### config.mk
export PLATFORM = sky130hd
export DESIGN_NAME = vec_logic_lanes
export DESIGN_NICKNAME = d
export VERILOG_FILES = /design/src/rtl/vlogic_pkg.sv /design/src/rtl/vlogic_lane.sv /design/src/rtl/vec_logic_lanes.sv
export SDC_FILE = /design/constraint.sdc
export NUM_CORES = 2
export LEC_CHECK = 0
export BUFFER_PORTS_ARGS = -buffer_cell sky130_fd_sc_hd__buf_2
export CORE_UTILIZATION = 55
export CTS_CLUSTER_SIZE = 40
export DETAILED_ROUTE_END_ITERATION = 8
export GPL_TIMING_DRIVEN = 0
export PLACE_DENSITY = 0.78
export SLEW_MARGIN = 40
export SYNTH_ARGS = -nofsm -noshare
export SYNTH_HDL_FRONTEND = slang
export SYNTH_HIERARCHICAL = 1
export SYNTH_SLANG_ARGS = --single-unit
### constraint.sdc
create_clock -name clk -period 4.6 [get_ports clk]
set_input_delay 0 -clock clk [delete_from_list [all_inputs] [get_ports clk]]
set_output_delay 0 -clock clk [all_outputs]
set_load 0.05 [all_outputs]
### src/rtl/vlogic_pkg.sv
// Shared definitions for the multi-lane vector logic/compare unit: opcode and escape
// encodings, control states and the IEEE-754 single-precision ordering helpers.
package vlogic_pkg;

    typedef enum logic [4:0] {
        OP_EQ     = 5'd0,
        OP_NE     = 5'd1,
        OP_LTU    = 5'd2,
        OP_SLL    = 5'd3,
        OP_SRL    = 5'd4,
        OP_SRA    = 5'd5,
        OP_XOR    = 5'd6,
        OP_OR     = 5'd7,
        OP_AND    = 5'd8,
        OP_FSGNJ  = 5'd9,
        OP_FSGNJN = 5'd10,
        OP_FSGNJX = 5'd11,
        OP_MXOR   = 5'd12,
        OP_MOR    = 5'd13,
        OP_MAND   = 5'd14,
        OP_VID    = 5'd15,
        OP_VCPOP  = 5'd16,
        OP_VFIRST = 5'd17,
        OP_LT     = 5'd18,
        OP_LE     = 5'd19
    } op_e;

    // cont_esc: 0x = vector-vector, 10 = arg1 replaced by scalar, 11 = arg2 replaced by scalar
    localparam logic [1:0] ESC_ARG1 = 2'b10;
    localparam logic [1:0] ESC_ARG2 = 2'b11;

    typedef enum logic [1:0] {
        ST_IDLE  = 2'd0,
        ST_RUN   = 2'd1,
        ST_DRAIN = 2'd2
    } state_e;

    function automatic logic fp_is_nan(input logic [31:0] x);
        return (x[30:23] == 8'hff) && (x[22:0] != 23'd0);
    endfunction

    // a < b; NaN never orders, and +0 / -0 compare equal
    function automatic logic fp_lt(input logic [31:0] a, input logic [31:0] b);
        logic [30:0] ma;
        logic [30:0] mb;
        ma = a[30:0];
        mb = b[30:0];
        if (fp_is_nan(a) || fp_is_nan(b)) return 1'b0;
        if (ma == 31'd0 && mb == 31'd0)   return 1'b0;
        if (a[31] != b[31])               return a[31];
        if (a[31])                        return ma > mb;
        return ma < mb;
    endfunction

endpackage

### src/rtl/vlogic_lane.sv
// Combinational single-element ALU: result = a2 OP a1. Reduction and VID ops yield 0 here;
// the top assembles those results itself.
module vlogic_lane
    import vlogic_pkg::*;
#(
    parameter int DATA_WIDTH = 32
) (
    input  op_e                   op,
    input  logic                  float_op,
    input  logic [DATA_WIDTH-1:0] a1,
    input  logic [DATA_WIDTH-1:0] a2,
    output logic [DATA_WIDTH-1:0] res
);

    localparam int SHW = $clog2(DATA_WIDTH);

    logic signed [DATA_WIDTH-1:0] s1;
    logic signed [DATA_WIDTH-1:0] s2;
    logic        [SHW-1:0]        sh;
    logic        [31:0]           f1;
    logic        [31:0]           f2;
    logic                         fp_ok;
    logic                         fp_lt_res;
    logic                         fp_le_res;

    assign s1 = signed'(a1);
    assign s2 = signed'(a2);
    assign sh = a1[SHW-1:0];
    assign f1 = 32'(a1);
    assign f2 = 32'(a2);

    // Float compares are only defined for single-precision elements
    assign fp_ok     = (DATA_WIDTH == 32);
    assign fp_lt_res = fp_ok && fp_lt(f2, f1);
    assign fp_le_res = fp_ok && !fp_is_nan(f1) && !fp_is_nan(f2) && !fp_lt(f1, f2);

    always_comb begin
        res = '0;
        case (op)
            OP_EQ:     res = DATA_WIDTH'(a2 == a1);
            OP_NE:     res = DATA_WIDTH'(a2 != a1);
            OP_LTU:    res = DATA_WIDTH'(a2 < a1);
            OP_LT:     res = float_op ? DATA_WIDTH'(fp_lt_res) : DATA_WIDTH'(s2 < s1);
            OP_LE:     res = float_op ? DATA_WIDTH'(fp_le_res) : DATA_WIDTH'(s2 <= s1);
            OP_SLL:    res = a2 << sh;
            OP_SRL:    res = a2 >> sh;
            OP_SRA:    res = $unsigned(s2 >>> sh);
            OP_XOR,
            OP_MXOR:   res = a2 ^ a1;
            OP_OR,
            OP_MOR:    res = a2 | a1;
            OP_AND,
            OP_MAND:   res = a2 & a1;
            OP_FSGNJ:  res = {a1[DATA_WIDTH-1], a2[DATA_WIDTH-2:0]};
            OP_FSGNJN: res = {~a1[DATA_WIDTH-1], a2[DATA_WIDTH-2:0]};
            OP_FSGNJX: res = {a1[DATA_WIDTH-1] ^ a2[DATA_WIDTH-1], a2[DATA_WIDTH-2:0]};
            default:   res = '0;
        endcase
    end

endmodule

### src/rtl/vec_logic_lanes.sv
// Multi-lane vector logic/compare operator: LANES elements per beat through a SEGMENTS-deep
// stallable pipeline, with element masks, tail handling, VID and VCPOP/VFIRST reductions.
module vec_logic_lanes
    import vlogic_pkg::*;
#(
    parameter int DATA_WIDTH = 32,
    parameter int MVL        = 16,
    parameter int LANES      = 4,
    parameter int SEGMENTS   = 4,
    parameter int ID         = 0
) (
    input  logic                        clk,
    input  logic                        rst_n,
    input  logic                        start,
    input  op_e                         op,
    input  logic                        float_op,
    input  logic [1:0]                  cont_esc,
    input  logic [DATA_WIDTH-1:0]       op_esc,
    input  logic [MVL-1:0]              mask,
    input  logic [$clog2(MVL):0]        vlr,
    input  logic                        arg_valid,
    output logic                        arg_ready,
    input  logic [LANES*DATA_WIDTH-1:0] arg1,
    input  logic [LANES*DATA_WIDTH-1:0] arg2,
    output logic                        out_valid,
    input  logic                        out_ready,
    output logic [LANES*DATA_WIDTH-1:0] out_data,
    output logic [LANES-1:0]            out_mask,
    output logic                        out_last,
    output logic                        busy
);

    localparam int EW = $clog2(MVL) + 1;
    localparam int BW = $clog2(MVL / LANES) + 1;
    localparam int LW = LANES * DATA_WIDTH;

    // Elaborates only for an illegal configuration; the instance id itself is debug-only
    if (SEGMENTS < 1 || DATA_WIDTH < 8 || (MVL % LANES) != 0 || ID < 0) begin : g_bad_cfg
    end

    state_e                state_q;
    state_e                state_d;
    op_e                   op_q;
    logic                  float_q;
    logic [1:0]            esc_q;
    logic [DATA_WIDTH-1:0] scalar_q;
    logic [MVL-1:0]        mask_q;
    logic [EW-1:0]         vlr_q;
    logic [BW-1:0]         beats_q;
    logic [BW-1:0]         issued_q;
    logic [DATA_WIDTH-1:0] acc_q;
    logic                  found_q;
    logic [DATA_WIDTH-1:0] first_q;

    logic                  stall;
    logic                  is_vid;
    logic                  is_red;
    logic                  can_issue;
    logic                  issue;
    logic                  last_issue;
    logic [BW-1:0]         beats_d;
    logic [EW-1:0]         base;
    logic [LANES-1:0]      mask_win;

    logic [DATA_WIDTH-1:0] a1_l  [LANES];
    logic [DATA_WIDTH-1:0] a2_l  [LANES];
    logic [DATA_WIDTH-1:0] res_l [LANES];
    logic [EW-1:0]         elem  [LANES];
    logic [LANES-1:0]      tail;
    logic [LANES-1:0]      live;
    logic [LANES-1:0]      hit;
    logic [LW-1:0]         ew_data;

    logic [DATA_WIDTH-1:0] beat_cnt;
    logic [DATA_WIDTH-1:0] beat_first;
    logic                  beat_hit;
    logic [DATA_WIDTH-1:0] acc_d;
    logic                  found_d;
    logic [DATA_WIDTH-1:0] first_d;
    logic [DATA_WIDTH-1:0] red_val;

    logic [LW-1:0]         s0_data;
    logic [LANES-1:0]      s0_mask;
    logic                  s0_vld;

    logic [LW-1:0]         data_p [SEGMENTS];
    logic [LANES-1:0]      mask_p [SEGMENTS];
    logic [SEGMENTS-1:0]   last_p;
    logic [SEGMENTS-1:0]   vld_p;

    assign busy       = (state_q != ST_IDLE);
    assign stall      = out_valid && !out_ready;
    assign is_vid     = (op_q == OP_VID);
    assign is_red     = (op_q == OP_VCPOP) || (op_q == OP_VFIRST);
    assign can_issue  = busy && !stall && (issued_q < beats_q);
    // VID generates its own elements and never pops operands
    assign arg_ready  = can_issue && !is_vid;
    assign issue      = can_issue && (is_vid || arg_valid);
    assign last_issue = issue && (issued_q == beats_q - BW'(1));
    assign beats_d    = BW'((int'(vlr) + LANES - 1) / LANES);

    assign base     = EW'(issued_q) * EW'(LANES);
    assign mask_win = LANES'(mask_q >> base);

    for (genvar k = 0; k < LANES; k++) begin : g_lane
        assign elem[k] = base + EW'(k);
        assign tail[k] = (elem[k] >= vlr_q);
        assign live[k] = mask_win[k] && !tail[k];
        assign a1_l[k] = (esc_q == ESC_ARG1) ? scalar_q : arg1[k*DATA_WIDTH +: DATA_WIDTH];
        assign a2_l[k] = (esc_q == ESC_ARG2) ? scalar_q : arg2[k*DATA_WIDTH +: DATA_WIDTH];
        assign hit[k]  = live[k] && a2_l[k][0];

        vlogic_lane #(
            .DATA_WIDTH (DATA_WIDTH)
        ) u_lane (
            .op       (op_q),
            .float_op (float_q),
            .a1       (a1_l[k]),
            .a2       (a2_l[k]),
            .res      (res_l[k])
        );

        assign ew_data[k*DATA_WIDTH +: DATA_WIDTH] =
            tail[k] ? '0 : (is_vid ? DATA_WIDTH'(elem[k]) : res_l[k]);
    end

    // Reduction view of the current beat merged with the running accumulators
    always_comb begin
        beat_cnt   = '0;
        beat_first = '1;
        beat_hit   = 1'b0;
        for (int k = LANES - 1; k >= 0; k--) begin
            beat_cnt = beat_cnt + DATA_WIDTH'(hit[k]);
            if (hit[k]) begin
                beat_hit   = 1'b1;
                beat_first = DATA_WIDTH'(elem[k]);
            end
        end
        acc_d   = acc_q + beat_cnt;
        found_d = found_q || beat_hit;
        first_d = found_q ? first_q : beat_first;
        red_val = (op_q == OP_VCPOP) ? acc_d : first_d;
    end

    // Reductions only emit on their final accepted beat
    assign s0_data = is_red ? LW'(red_val) : ew_data;
    assign s0_mask = is_red ? LANES'(1) : live;
    assign s0_vld  = issue && (!is_red || last_issue);

    always_comb begin
        state_d = state_q;
        unique case (state_q)
            ST_IDLE:  if (start && vlr != '0) state_d = ST_RUN;
            ST_RUN:   if (last_issue) state_d = ST_DRAIN;
            ST_DRAIN: if (out_valid && out_ready && out_last) state_d = ST_IDLE;
            default:  state_d = ST_IDLE;
        endcase
    end

    always_ff @(posedge clk or negedge rst_n) begin
        if (!rst_n) begin
            state_q  <= ST_IDLE;
            op_q     <= OP_EQ;
            float_q  <= 1'b0;
            esc_q    <= 2'b00;
            scalar_q <= '0;
            mask_q   <= '0;
            vlr_q    <= '0;
            beats_q  <= '0;
            issued_q <= '0;
            acc_q    <= '0;
            found_q  <= 1'b0;
            first_q  <= '0;
        end else begin
            state_q <= state_d;
            if (start && state_q == ST_IDLE) begin
                op_q     <= op;
                float_q  <= float_op;
                esc_q    <= cont_esc;
                scalar_q <= op_esc;
                mask_q   <= mask;
                vlr_q    <= vlr;
                beats_q  <= beats_d;
                issued_q <= '0;
                acc_q    <= '0;
                found_q  <= 1'b0;
                first_q  <= '1;
            end else if (issue) begin
                issued_q <= issued_q + BW'(1);
                acc_q    <= acc_d;
                found_q  <= found_d;
                first_q  <= first_d;
            end
        end
    end

    // Stage 0 captures the accepted beat; later stages shift; a stall freezes every stage
    always_ff @(posedge clk or negedge rst_n) begin
        if (!rst_n) begin
            vld_p  <= '0;
            last_p <= '0;
            for (int s = 0; s < SEGMENTS; s++) begin
                data_p[s] <= '0;
                mask_p[s] <= '0;
            end
        end else if (!stall) begin
            vld_p[0]  <= s0_vld;
            last_p[0] <= last_issue;
            data_p[0] <= s0_data;
            mask_p[0] <= s0_mask;
            for (int s = 1; s < SEGMENTS; s++) begin
                vld_p[s]  <= vld_p[s-1];
                last_p[s] <= last_p[s-1];
                data_p[s] <= data_p[s-1];
                mask_p[s] <= mask_p[s-1];
            end
        end
    end

    assign out_valid = vld_p[SEGMENTS-1];
    assign out_last  = last_p[SEGMENTS-1];
    assign out_data  = data_p[SEGMENTS-1];
    assign out_mask  = mask_p[SEGMENTS-1];

endmodule

* After elaboration in Yosys (flattened, before gate mapping)
Cells that the tools add are included.
** Cells by class
- Add/sub/neg operators :: 12
- Magnitude comparators :: 33
- Equal/unequal tests :: 51
- Shifts and indexed selects :: 13
- Muxes and demuxes :: 176
- Bitwise logic cells :: 21
- Reduce and logical (&&, ||, !) cells :: 93
** Operators with widths (number)
- one-hot mux 32 bit (14 select lines) :: 4
- 2-to-1 mux 32 bit :: 26
- < comparator 32 bit :: 8
- > comparator 31 bit :: 8
- logical NOT 31 bit :: 8
- < comparator 31 bit :: 8
- nonzero test 23 bit :: 8
- 2-to-1 mux 1 bit :: 138
- bitwise AND 32 bit :: 4
- equality test 32 bit :: 4
- <= comparator 32 bit :: 4
- 2-to-1 mux 128 bit :: 1
- inequality test 32 bit :: 4
- OR 32 bit :: 4
- << shifter 32 x 5 -> 32 bit :: 4
- right shift 32 x 5 -> 32 bit :: 4
- >>> shifter 32 x 5 -> 32 bit :: 4
- bitwise XOR 32 bit :: 4
- equality test 8 bit (second input constant) :: 8
- equality test 5 x 4 -> 1 bit (second input constant) :: 8
- logical AND 1 bit :: 39
- adder 32 x 4 -> 32 bit :: 1
- equality test 5 x 3 -> 1 bit (second input constant) :: 4
- equality test 5 bit (second input constant) :: 4
- 35 further kinds :: 90
** Storage, ports and cells
- Register bits :: 670
- Input port bits :: 322
- Output and inout port bits :: 136
- Word-level logic and storage cells :: 421

* Depth between registers and ports, before layout
- Depth in word-level cells :: 23
- Mapped depth :: 21
- Mapped depth without buffers :: 17

* By module
The synthesis kept the hierarchy.
** By module, submodules not included
- vec_logic_lanes :: instances 1, cells an instance 3472, area an instance 30077.6 sq um, sequential area each 16766.1 sq um
- vlogic_lane (g_lane[1].u_lane ...) :: instances 3, cells an instance 950, area an instance 7378.3 sq um, sequential area each 0.0 sq um
- vlogic_lane (g_lane[0].u_lane) :: instances 1, cells an instance 955, area an instance 7357.1 sq um, sequential area each 0.0 sq um

* Worst setup path after synthesis
Ideal clock, no wire load.
- Path type :: reg-to-reg
- Start point :: reg esc_q[0]
- End point :: reg data_p[448] (netlist name)
- Setup time :: 0.121 ns
- Arrival :: 4.183 ns
- Required time :: 4.479 ns
- Path slack :: 0.296 ns
- Stages on the path, launching flop included :: 20
- Path buffers :: 6
- Clock period less this slack :: 4.304 ns
- Path through :: dfrtp_1 buf_2 nand2b_1 clkbuf_1 clkbuf_1 nand2_1 nand2_1 clkbuf_1 inv_2 buf_1 clkbuf_1 ha_1 nor4_1 o31a_1 o31ai_1 and3_2 o221a_1 nor4_2 o221ai_2 a22o_1
** RTL lines
- from (decl) :: RTL line vec_logic_lanes.sv:45 : logic [1:0] esc_q;
- from (signal assigned) :: RTL line vec_logic_lanes.sv:179 : esc_q <= cont_esc;
- to (signal, indexed assignment) :: RTL line vec_logic_lanes.sv:214 : data_p[s] <= data_p[s-1];
- to (decl) :: RTL line vec_logic_lanes.sv:86 : logic [LW-1:0] data_p [SEGMENTS];

==> flow_summary.yaml <==
global_routing:
  grt_util_met3_pct: 28.3
  grt_use_met1_pct: 63.9
  busiest_layer: "met2"
  grt_max_degree: 109
  grt_pass1_wl_um: 435000
  first_global_vias: 62000
  grt_antenna_before_repair: 46
  grt_util_all_layers_pct: 55.5
  grt-ovfl-total: 0
  grtUsageMet2_pct: 76.6
finish:
  synthToLayoutAreaGrowth_pct: 16.2
  final_layout_size_suffix_gt1_share_pct: 19.8
  seq_area_mm2: 0.0168
  stdcell_area_mm2: 0.0692
  fin_util_pct: 64.6
  layout_common_cells: "nand2_1 (1840), dfrtp_1 (666), nor2_1 (525), ha_1 (511), buf_2 (494)"
  multi_input_area_mm2: 0.0392
  layout_commonest_cell: "nand2_1"
  fillers: 8713
  nets: 8751
  fin_cells: 9415
timing:
  finalHoldViolations: 0
  grt_setup_unrepaired: "true"
  setup_ws_ns: -0.288
  max_freq_mhz: 205
  timing.final.crit_period_ns: 4.89
  drv_slew: 0
  relSlewSlack_pct: 31.0
  worst_pin_slew_ns: 1.03
  fin_crit_sh_pct: 106
  skew_ns: 0.0481
  setup_viol: 16
detailed_routing:
  vias: 66200
  drcViolationCount: 21
  wl_per_cell_um: 33.2
  drtPass1Iterations: 9
  drt_iter0_markers: 11600
  ant_nets: 0
  routed_via_density: 7.03
  routed_wl_um: 313000
clocking:
  clk_path_buf_depth: 3
  cts_buffers: 73
  cts_sinks: 670
  cts_tree: "done"
  clock-root-buffer: "clkbuf_16"
  clk_transition_reported_paths_ns: 0.06
  clk_latency_ns: 0.68
  htreeDepth: 3
placed_design:
  dp_cells: 9149
  gp_congestion: 1.17
  io_buffers: 457
  placed_area_mm2: 0.0640
  dp_hpwl_um: 242000
pwr:
  power.leakage_nw: 34.4
  pwr-share-comb_pct: 70.5
  powerDensity_mw_per_mm2: 777
  power_frac_seq_pct: 17.9
  p_int_w: 0.0238
  peakVddDrop_uv: 533
  switching_share_pct: 55.7
  switchingPower_w: 0.0300
  total_power_w: 0.0538
  clock_power_share_pct: 11.6
die:
  core_area_mm2: 0.107
  initial_utilization_pct: 55.6
  die_w_um: 331
  dieArea_mm2: 0.110
  die-height_um: 331
  io_pins: 458
  rows: 120
setup_path:
  critPathKind: "flop to flop"
  crit_path_max_fanout: 10
  crit_chain: "buf_4, nor2b_1, clkbuf_4, buf_12, nand2_1, nand2_1, inv_1, ha_1, nor4_1, nand4_1, nor3_1, xor2_1, and3_1, a211oi_2, nand4_1, a221oi_2, a21oi_1"
  slowest_delay_ns: 0.61
  arrival_ns: 5.41
  reg2reg_depth: 17
  crit_path_end_kind: "flop"
  worstPathRequired_ns: 5.12
  start_kind: "flop"
  regToRegSetupSlack_ns: -0.29
  critical-path-slowest-cell: "nand2_1"
logic_synthesis:
  synth.avg_cell_area_um2: 8.19
  synth_edf_count: 0
  ys_seq_area_share_pct: 28.1
  synth_top_area_cell: "dfrtp_1"
  ys_seq_elements: 670
  synth_area_mm2: 0.0596
  synth-async-reset-ratio_pct: 100
  yosys.area.top_type_share_pct: 28.1
  ys.warnings.count: 6
  ys_types: 107
  ys.flop_type: "dfrtp_1"
  yosys-top-cells-area: "dfrtp_1 (28%), nand2_1 (12%), ha_1 (11%), mux4_2 (9.8%), nor2_1 (3.3%)"
  synth_nets: 8120
  syn_inst: 7277
run:
  cap_violations: 0
hold_path:
  hp-class: "input pin to flop"
  hold_depth: 6
outcome:
  status: "finished with violations"
  violations: "DRC, setup timing"
-- flip-flops by register name, indices dropped and copies added, names as in the netlist --
register and cells:
found_q 1, mask_p 12, mask_q 16, state_q 2, vlr_q 5, float_q 1
beats_q 3, scalar_q 32, data_p 384, out_data 128, esc_q 2, acc_q 32
last_p 4, out_mask 4, issued_q 3, op_q 5, first_q 32, vld_p 4
-- worst paths after layout --
path                                  start             to
worst max-delay path               esc_q[1]    data_p[384]
worst min register to register  data_p[258]    data_p[130]
worst min-delay path               arg2[85]    data_p[469]
max in group asynchronous             rst_n  out_data[102]
worst max register to register     esc_q[1]    data_p[384]
min in group asynchronous             rst_n    data_p[204]
-- per-layer routing --
| metal | vias up | share of wire [%] |
|---|---|---|
| met5 | - | 0.19 |
| met4 | 43 | 10 |
| met3 | 1748 | 17 |
| met2 | 6436 | 39 |
| met1 | 31400 | 33 |
| li1 | 26500 | - |
-- synth_stat cells, types with 53 or more instances --
library cell  number
nand2_1         1913
nor3_1            94
and3_1            57
nand3_1           69
mux4_2           258
o21ai_0          276
a22oi_1           91
a22o_1           103
ha_1             519
inv_1            344
mux2i_1          146
nor4_1            80
clkbuf_1         462
a21o_1           159
a211oi_1          55
a21oi_1          355
a222oi_1          63
buf_4            149
nor2_1           530
o211ai_1          78
dfrtp_1          670
nand4_1           53
-- kinds of logic after synthesis --
| group | after synthesis | share of synthesized area [%] |
|---|---|---|
| compound gates | 1482 | 17.1 |
| simple gates | 3036 | 21.8 |
| xor+xnor | 48 | 0.706 |
| buf+inv | 1074 | 8.09 |
| mux | 446 | 13.2 |
| flops | 670 | 28.1 |
| fa+ha+maj | 521 | 11.0 |
-- worst max-delay path, delay by kind of cell (launching register included) --
| kind | cells | cell delay, ns |
|---|---|---|
| compound gates | 3 | 0.64 |
| xor+xnor | 1 | 0.10 |
| fa+ha+maj | 1 | 0.38 |
| buf+inv | 4 | 0.73 |
| flops | 1 | 0.34 |
| simple gates | 8 | 2.55 |
-- power groups by stage --
stage               clock network (W)  registers (W)  logic (W)
floorplan                           0        0.00891     0.0224
global placement                    0        0.00936     0.0336
detailed placement                  0        0.00949     0.0340
CTS                           0.00620        0.00947     0.0350
global route                  0.00644        0.00974     0.0388
finish                        0.00625        0.00963     0.0379
-- cell type report --
cell class,instances,area share [%]
clock buffer,95,2.93
sequential,670,24.2
multi-input combinational,5533,56.6
buffer,709,5.78
tap,1403,2.54
clock inverter,36,0.679
timing repair buffer,565,5.13
inverter,356,1.97
antenna,48,0.173
-- what timing repair did --
item | 4_1_cts | 5_1_grt
setup endpoints to repair | 130 | 59
hold endpoints to repair | 406 | 0
pin swaps | 11 | 25
resized for setup | 384 | 246
buffers inserted | 6 | 24
hold buffers | 66 | 0
-- per-stage QoR --
stage / setup WS (ns) / hold slack [ns] / TNS [ns]
detailed placement: -2.02 / -0.188 / -90.16
global route: -0.257 / 0.0676 / -1.50
CTS: -0.0752 / 0.00394 / -0.0752
floorplan: 0.296 / -0.296 / 0
finish: -0.288 / 0.0393 / -1.41
global placement: -9.76 / 0.200 / -6543.97
Note: power is estimated with default switching activity, not from simulation.
